File: src/rtl/instr_issuer.sv
// Instruction sequencer: fetches 16-bit words from a synchronous program ROM and
// hands each instruction to the control FSM with a w/done handshake.
module instr_issuer #(
  parameter int PC_W    = 5,
  parameter int TIMEOUT = 64,
  parameter int CNT_W   = 16
) (
  input  logic              clk,
  input  logic              resetn,
  input  logic              run,
  input  logic [PC_W-1:0]   start_pc,
  output logic [PC_W-1:0]   rom_addr,
  input  logic [15:0]       rom_data,
  output logic              w,
  output logic [2:0]        func,
  output logic [3:0]        rx,
  output logic [3:0]        ry,
  output logic [15:0]       din,
  input  logic              done,
  output logic              busy,
  output logic              halted,
  output logic              error,
  output logic [PC_W-1:0]   pc,
  output logic [CNT_W-1:0]  instr_count
);

  localparam int TO_W = $clog2(TIMEOUT + 1);

  typedef enum logic [2:0] {
    IDLE, FETCH, DECODE, IMM_WAIT, IMM_CAP, ISSUE, HALT, ERR
  } state_t;

  state_t          state;
  logic [TO_W-1:0] to_cnt;
  logic [PC_W-1:0] pc_next;
  logic            unused_bits;

  assign pc_next     = pc + PC_W'(1);
  assign unused_bits = &rom_data[4:0];

  always_ff @(posedge clk or negedge resetn) begin
    if (!resetn) begin
      state       <= IDLE;
      to_cnt      <= '0;
      rom_addr    <= '0;
      w           <= 1'b0;
      func        <= '0;
      rx          <= '0;
      ry          <= '0;
      din         <= '0;
      busy        <= 1'b0;
      halted      <= 1'b0;
      error       <= 1'b0;
      pc          <= '0;
      instr_count <= '0;
    end else begin
      case (state)
        IDLE, HALT, ERR: begin
          if (run) begin
            pc          <= start_pc;
            rom_addr    <= start_pc;
            error       <= 1'b0;
            halted      <= 1'b0;
            instr_count <= '0;
            busy        <= 1'b1;
            state       <= FETCH;
          end
        end
        FETCH: state <= DECODE;
        DECODE: begin
          func     <= rom_data[15:13];
          rx       <= rom_data[12:9];
          ry       <= rom_data[8:5];
          din      <= '0;
          pc       <= pc_next;
          rom_addr <= pc_next;
          case (rom_data[15:13])
            3'b111: begin
              halted <= 1'b1;
              busy   <= 1'b0;
              state  <= HALT;
            end
            3'b100, 3'b101, 3'b110: begin
              error <= 1'b1;
              busy  <= 1'b0;
              state <= ERR;
            end
            3'b000: state <= IMM_WAIT;
            default: begin
              w      <= 1'b1;
              to_cnt <= '0;
              state  <= ISSUE;
            end
          endcase
        end
        IMM_WAIT: state <= IMM_CAP;
        IMM_CAP: begin
          din      <= rom_data;
          pc       <= pc_next;
          rom_addr <= pc_next;
          w        <= 1'b1;
          to_cnt   <= '0;
          state    <= ISSUE;
        end
        ISSUE: begin
          // done takes priority over a timeout expiring in the same cycle
          if (done) begin
            w           <= 1'b0;
            din         <= '0;
            instr_count <= instr_count + CNT_W'(1);
            to_cnt      <= '0;
            state       <= FETCH;
          end else if (to_cnt == TO_W'(TIMEOUT - 1)) begin
            w      <= 1'b0;
            din    <= '0;
            error  <= 1'b1;
            busy   <= 1'b0;
            to_cnt <= '0;
            state  <= ERR;
          end else begin
            to_cnt <= to_cnt + TO_W'(1);
          end
        end
        default: state <= IDLE;
      endcase
    end
  end

endmodule

File: config.mk
export PLATFORM = sky130hd
export DESIGN_NAME = instr_issuer
export DESIGN_NICKNAME = d
export VERILOG_FILES = /design/src/rtl/instr_issuer.sv
export SDC_FILE = /design/constraint.sdc
export NUM_CORES = 1
export LEC_CHECK = 0
export ABC_CLOCK_PERIOD_IN_PS = 2050
export CORE_AREA = 10 10 94 96
export DETAILED_ROUTE_END_ITERATION = 8
export DIE_AREA = 0 0 104 106
export PLACE_DENSITY_LB_ADDON = 0.05
export SYNTH_ARGS = -nofsm -noshare
export SYNTH_HDL_FRONTEND = slang
export SYNTH_SLANG_ARGS = --single-unit
File: constraint.sdc
create_clock -name clk -period 2.05 [get_ports clk]
set_input_delay 0.615 -clock clk [delete_from_list [all_inputs] [get_ports clk]]
set_output_delay 0.615 -clock clk [all_outputs]
set_load 0.01 [all_outputs]
## Word-level counts from Yosys, hierarchy flattened

Cells that the tools add are included.

| word-level totals | value |
|---|---|
| flip-flop bits (word level) | 62 |
| latch bits | 0 |
| memory bits (writable) | 0 |
| ROM bits | 0 |
| input bits | 25 |
| logic and storage cells | 89 |
| memories kept | 0 |

| operators by class | value |
|---|---|
| add/sub/neg operators | 3 |
| $mul | 0 |
| divide/modulo/power cells | 0 |
| order comparisons | 0 |
| equal/unequal tests | 21 |
| shift-type cells | 0 |
| multiplexer cells | 32 |
| bitwise gates (word level) | 0 |
| reduce and logical (&&, ||, !) cells | 21 |

Operators by type and width:

| kind | number |
|---|---|
| 16-bit two-way mux | 4 |
| 16-bit one-hot mux with 3 select lines | 1 |
| 16-bit one-hot mux with 2 select lines | 1 |
| 3-bit equality test, second input constant | 8 |
| 7-bit two-way mux | 3 |
| 7-bit one-hot mux with 3 select lines | 1 |
| 3-bit one-hot mux with 6 select lines | 1 |
| 16-bit by 1-bit adder with 16-bit output, second input constant | 1 |
| 2-bit inequality test, second input constant | 8 |
| 1-bit two-way mux | 11 |
| 5-bit one-hot mux with 2 select lines | 1 |
| 5-bit AND reduction | 2 |
| 3-bit two-way mux | 3 |
| 1-bit one-hot mux with 3 select lines | 3 |
| 3-bit one-hot mux with 3 select lines | 1 |
| 3-bit AND reduction | 3 |
| 2-bit AND reduction | 4 |
| 7-bit by 1-bit adder with 7-bit output, second input constant | 1 |
| 7-bit by 6-bit equality test with 1-bit output, second input constant | 1 |
| 3-bit by 2-bit equality test with 1-bit output, second input constant | 2 |
| 3-bit logical NOT | 2 |
| 2-bit nonzero test | 3 |
| 3-bit nonzero test | 2 |
| 3-bit OR reduction | 2 |
| 8 further kinds | 8 |

## Logic depth before layout (Yosys ltp)

| depth | value |
|---|---|
| word-level depth | 4 |
| mapped depth | 6 |
| depth with buffers taken out | 5 |

## Worst setup path before layout

OpenSTA, ideal clock, no wires.

| timing | value |
|---|---|
| path type | input to register |
| start | input port run |
| end | register instr_count[14] |
| library setup time | 0.078 ns |
| arrival time | 2.164 ns |
| data required time | 1.972 ns |
| slack | -0.193 ns |
| cell stages on the path | 5 |
| path buffers | 1 |
| cells stage by stage | buf_2 or4b_4 a311o_2 or3_1 a21oi_1 |

| between the ends | value |
|---|---|
| longest elaborated chain between the ends | 2 |

RTL lines:

| what | RTL line | text |
|---|---|---|
| from (decl) | 10 | `input logic run,` |
| 2-bit inequality test (no line) | n/a |  |
| 3-bit AND reduction (no line) | n/a |  |
| to (signal assigned) | 110 | `instr_count <= instr_count + CNT_W'(1);` |
| to (decl) | 24 | `output logic [CNT_W-1:0] instr_count` |

Every way passes these cells.
A chain may end at the register's enable or synchronous reset.

## Worst setup path after layout

| timing | value |
|---|---|
| start | input port run |
| end | register instr_count[7] |

The elaborated chain is that of the path after synthesis.

==> summary.md <==
| Metric | Value |
|---|---|
| Status | completed |
| Initial Utilization | 41.8% |
| Post-synth EDFFs | 0 |
| Total power per unit cell area | 1400 mW/mm^2 |
| CP Cell Sequence | dlygate4sd2_1 -> or4b_4 -> a311o_2 -> or3_1 -> a21oi_2 |
| Share of post-route cells with drive strength above 1 | approximately 17% |
| Maxcap violations | 0 |
| Die width | between 100 and 150 um |
| CP Max Fanout | 5 |
| Clock slew at reported path FFs | 0.07 ns |
| Max-slew violation count | 0 |
| Final WL | a little under 8000 um |
| Worst-skew pair later-pin latency | 0.34 ns |
| Unrepaired setup endpoints after global routing | no |
| Root Driver | clkbuf_8 |
| Post-route clock period utilization | a little over nine tenths |
| Detailed-route wire length per cell | 16.3 um |
| Clock tree sinks | 62 |
| Worst rel slew slack | 49.7% |
| CP max stage delay | ~0.49 ns |
| Routed vias | about 2500 |
| Sequential share of the synthesized area | 52.6% |
| Initial DRC count | 110 |
| Ys async rst share | 100% |
| Num CTS Buffers | 9 |
| Crit path DAT | 2.27 ns |
| Via density | 5.29 |
| Port bufs | 81 |
| Nets@finish | ~400 |
| Inserted Diodes | 0 |
| Synth Cell Area | between 0.002 and 0.003 mm^2 |
| Synth warnings | 0 |
| DRT antenna net count | 0 |
| Worst Path Required | 2.33 ns |
| Tightest Pin Transition | 0.754 ns |
| Drt first pass iters | 6 |
| GRT Residual Overflow | 0 |
| Initial antenna violation count | 0 |
| H-tree lvl count | 3 |
| VDD IR max | 676 uV |
| Most common cell after layout, fill and taps aside | clkdlybuf4s50_1 |
| Overall Global Routing Usage | about 14% |
| Dominant synthesized flop cell | dfrtp_1 |
| Largest net degree at the start of global routing | 63 |
| Hold Crit Class | input port to async pin |
| Cell area after layout | 0.00427 mm^2 |
| Synth top area cells | dfrtp_1, a22o_1, mux2_2, o21ai_0, a21oi_1 |
| Clock buffer depth | 2 |
| Max Clock Freq | between 0.5 and 0.6 GHz |
| Die Height | 106 um |
| Die area | 0.0110 mm^2 |
| Core box area | between 0.007 and 0.008 mm^2 |
| Worst path slowest cell | or4b_4 |
| Area after DPL | 0.00401 mm^2 |
| Clk_skew | 0.0106 ns |
| Final Setup Violations | 0 |
| CP endpoint kind | register |
| Fin crit period | ~2.0 ns |
| Num ports | 82 |
| Crit path launch type | input port |
| Post-Place Worst Slack | -0.502 ns |
| Synth-to-Final Area Change | 44.7% |
| Crit path kind | input port to register |
| TritonCTS clock tree | built |
| Synth top area share | 52.6% |
| Fin worst setup slack | 0.0558 ns |
| Syn Nets | 299 |
| DP HPWL | 5470 um |
| Distinct cell type count after synthesis | 54 |
| Synth Register Bits | 62 |
| Pleak | 1.81 nW |
| Total power | 0.00598 W |
| Routability-driven placement congestion ratio | between 0.8 and 0.9 |
| Area leader, netlist | dfrtp_1 |
| Vias in the first global route | 2578 |
| Hold Vio Cnt, Final | 0 |
| Commonest non-fill, non-tap cells in the layout | clkdlybuf4s50_1, dfrtp_1, buf_4 |
| Cells after synthesis | 271 |
| First-pass GRT wire length | 13000 um |
| Syn Area/Cell | between 10 and 15 um^2 |
| DRC | 0 |
| Row count | 31 |
-- Yosys cell counts (all sizes together), types with 2 or more instances --
cell,number
and4,2
clkbuf,6
or3,9
a31oi,4
o31a,3
a2bb2oi,3
nand2,14
a21oi,13
mux2,11
xnor2,5
nand4,7
a21boi,2
nor3,3
nand3,12
buf,10
ha,3
o21ai,20
or3b,3
nand2b,4
nor2,15
inv,5
a311o,2
nor4,2
a22o,17
dfrtp,62
o21a,2
o22ai,2
o21bai,2
a21o,2
xor2,3
mux2i,5
-- where the power goes --
part	internal, W	total (W)	switching [W]
Combinational	0.00163	0.00291	0.00128
Clock	0.000652	0.00112	0.000473
Sequential	0.00166	0.00195	0.000289
Total	0.00394	0.00598	0.00204
-- metrics by stage --
stage / TNS, ns / util, % / std cells / hold WS, ns
after floorplan: 0 / - / 271 / 0.319
after global placement: -7.02 / 56.9 / 460 / 0.462
after detailed placement: -7.48 / 56.9 / 460 / 0.474
after CTS: 0 / 60.3 / 479 / 0.292
after global routing: 0 / 60.4 / 479 / 0.289
final: 0 / 60.4 / 479 / 0.257
-- cells by family after synthesis --
kind of cell               share of synthesized area [%]
and+or+nand+nor                                     15.1
DFF                                                 52.6
xor gates and xnor gates                            2.38
adders and majority gates                           1.27
AOI/OAI and AO/OA                                   19.1
muxes                                               5.90
buffers and inverters                               3.69
-- worst max-delay path: cells and delay by family --
kind	cells	cell delay, ns
AOI/OAI and AO/OA	2	0.55
buffers and inverters	1	0.22
and+or+nand+nor	2	0.89
-- timing repair --
item                       4_1_cts  5_1_grt
gates cloned                     1        0
hold buffers                     0        0
pin swaps                        7        2
resized for setup                2        7
buffers inserted                 3        0
setup endpoints to repair       10       26
-- state kept, by name, summed over array words and instances, names as in the netlist --
register	cells
busy	1
halted	1
to_cnt	7
w	1
ry	4
instr_count	16
rx	4
pc	5
state	3
func	3
din	16
error	1
-- layout make-up --
type | count | area (um^2)
repair buffers | 109 | 1050
clock buffers | 12 | 165
multi-input cells | 189 | 1310
fillers | 653 | 2790
flip-flops and latches | 62 | 1560
well taps | 99 | 124
inverters | 5 | 18.8
clock inverters | 3 | 42.5
-- final timing paths --
| kind | startpoint | end | slack, ns | cells past startpoint |
|---|---|---|---|---|
| setup / recovery | run | instr_count[7] | 0.06 | 5 |
| hold / removal | resetn | instr_count[15] | 0.26 | 2 |
| setup reg to reg | state[1] | instr_count[7] | 0.10 | 4 |
| hold reg to reg | busy | busy | 0.48 | 1 |
| max in group asynchronous | resetn | pc[0] | 1.48 | 2 |
| min in group clk | busy | busy | 0.48 | 1 |
-- routing by layer --
metal | up-vias | part of all wire (%) | track usage (%)
met3 | 9 | 7.0 | 5.62
li1 | 1226 | - | -
met2 | 60 | 47 | 22.0
met4 | 0 | 1.2 | 5.07
met5 | - | 0 | 0
met1 | 1240 | 45 | 17.9
No activity file was read; power rests on OpenSTA's default activity.
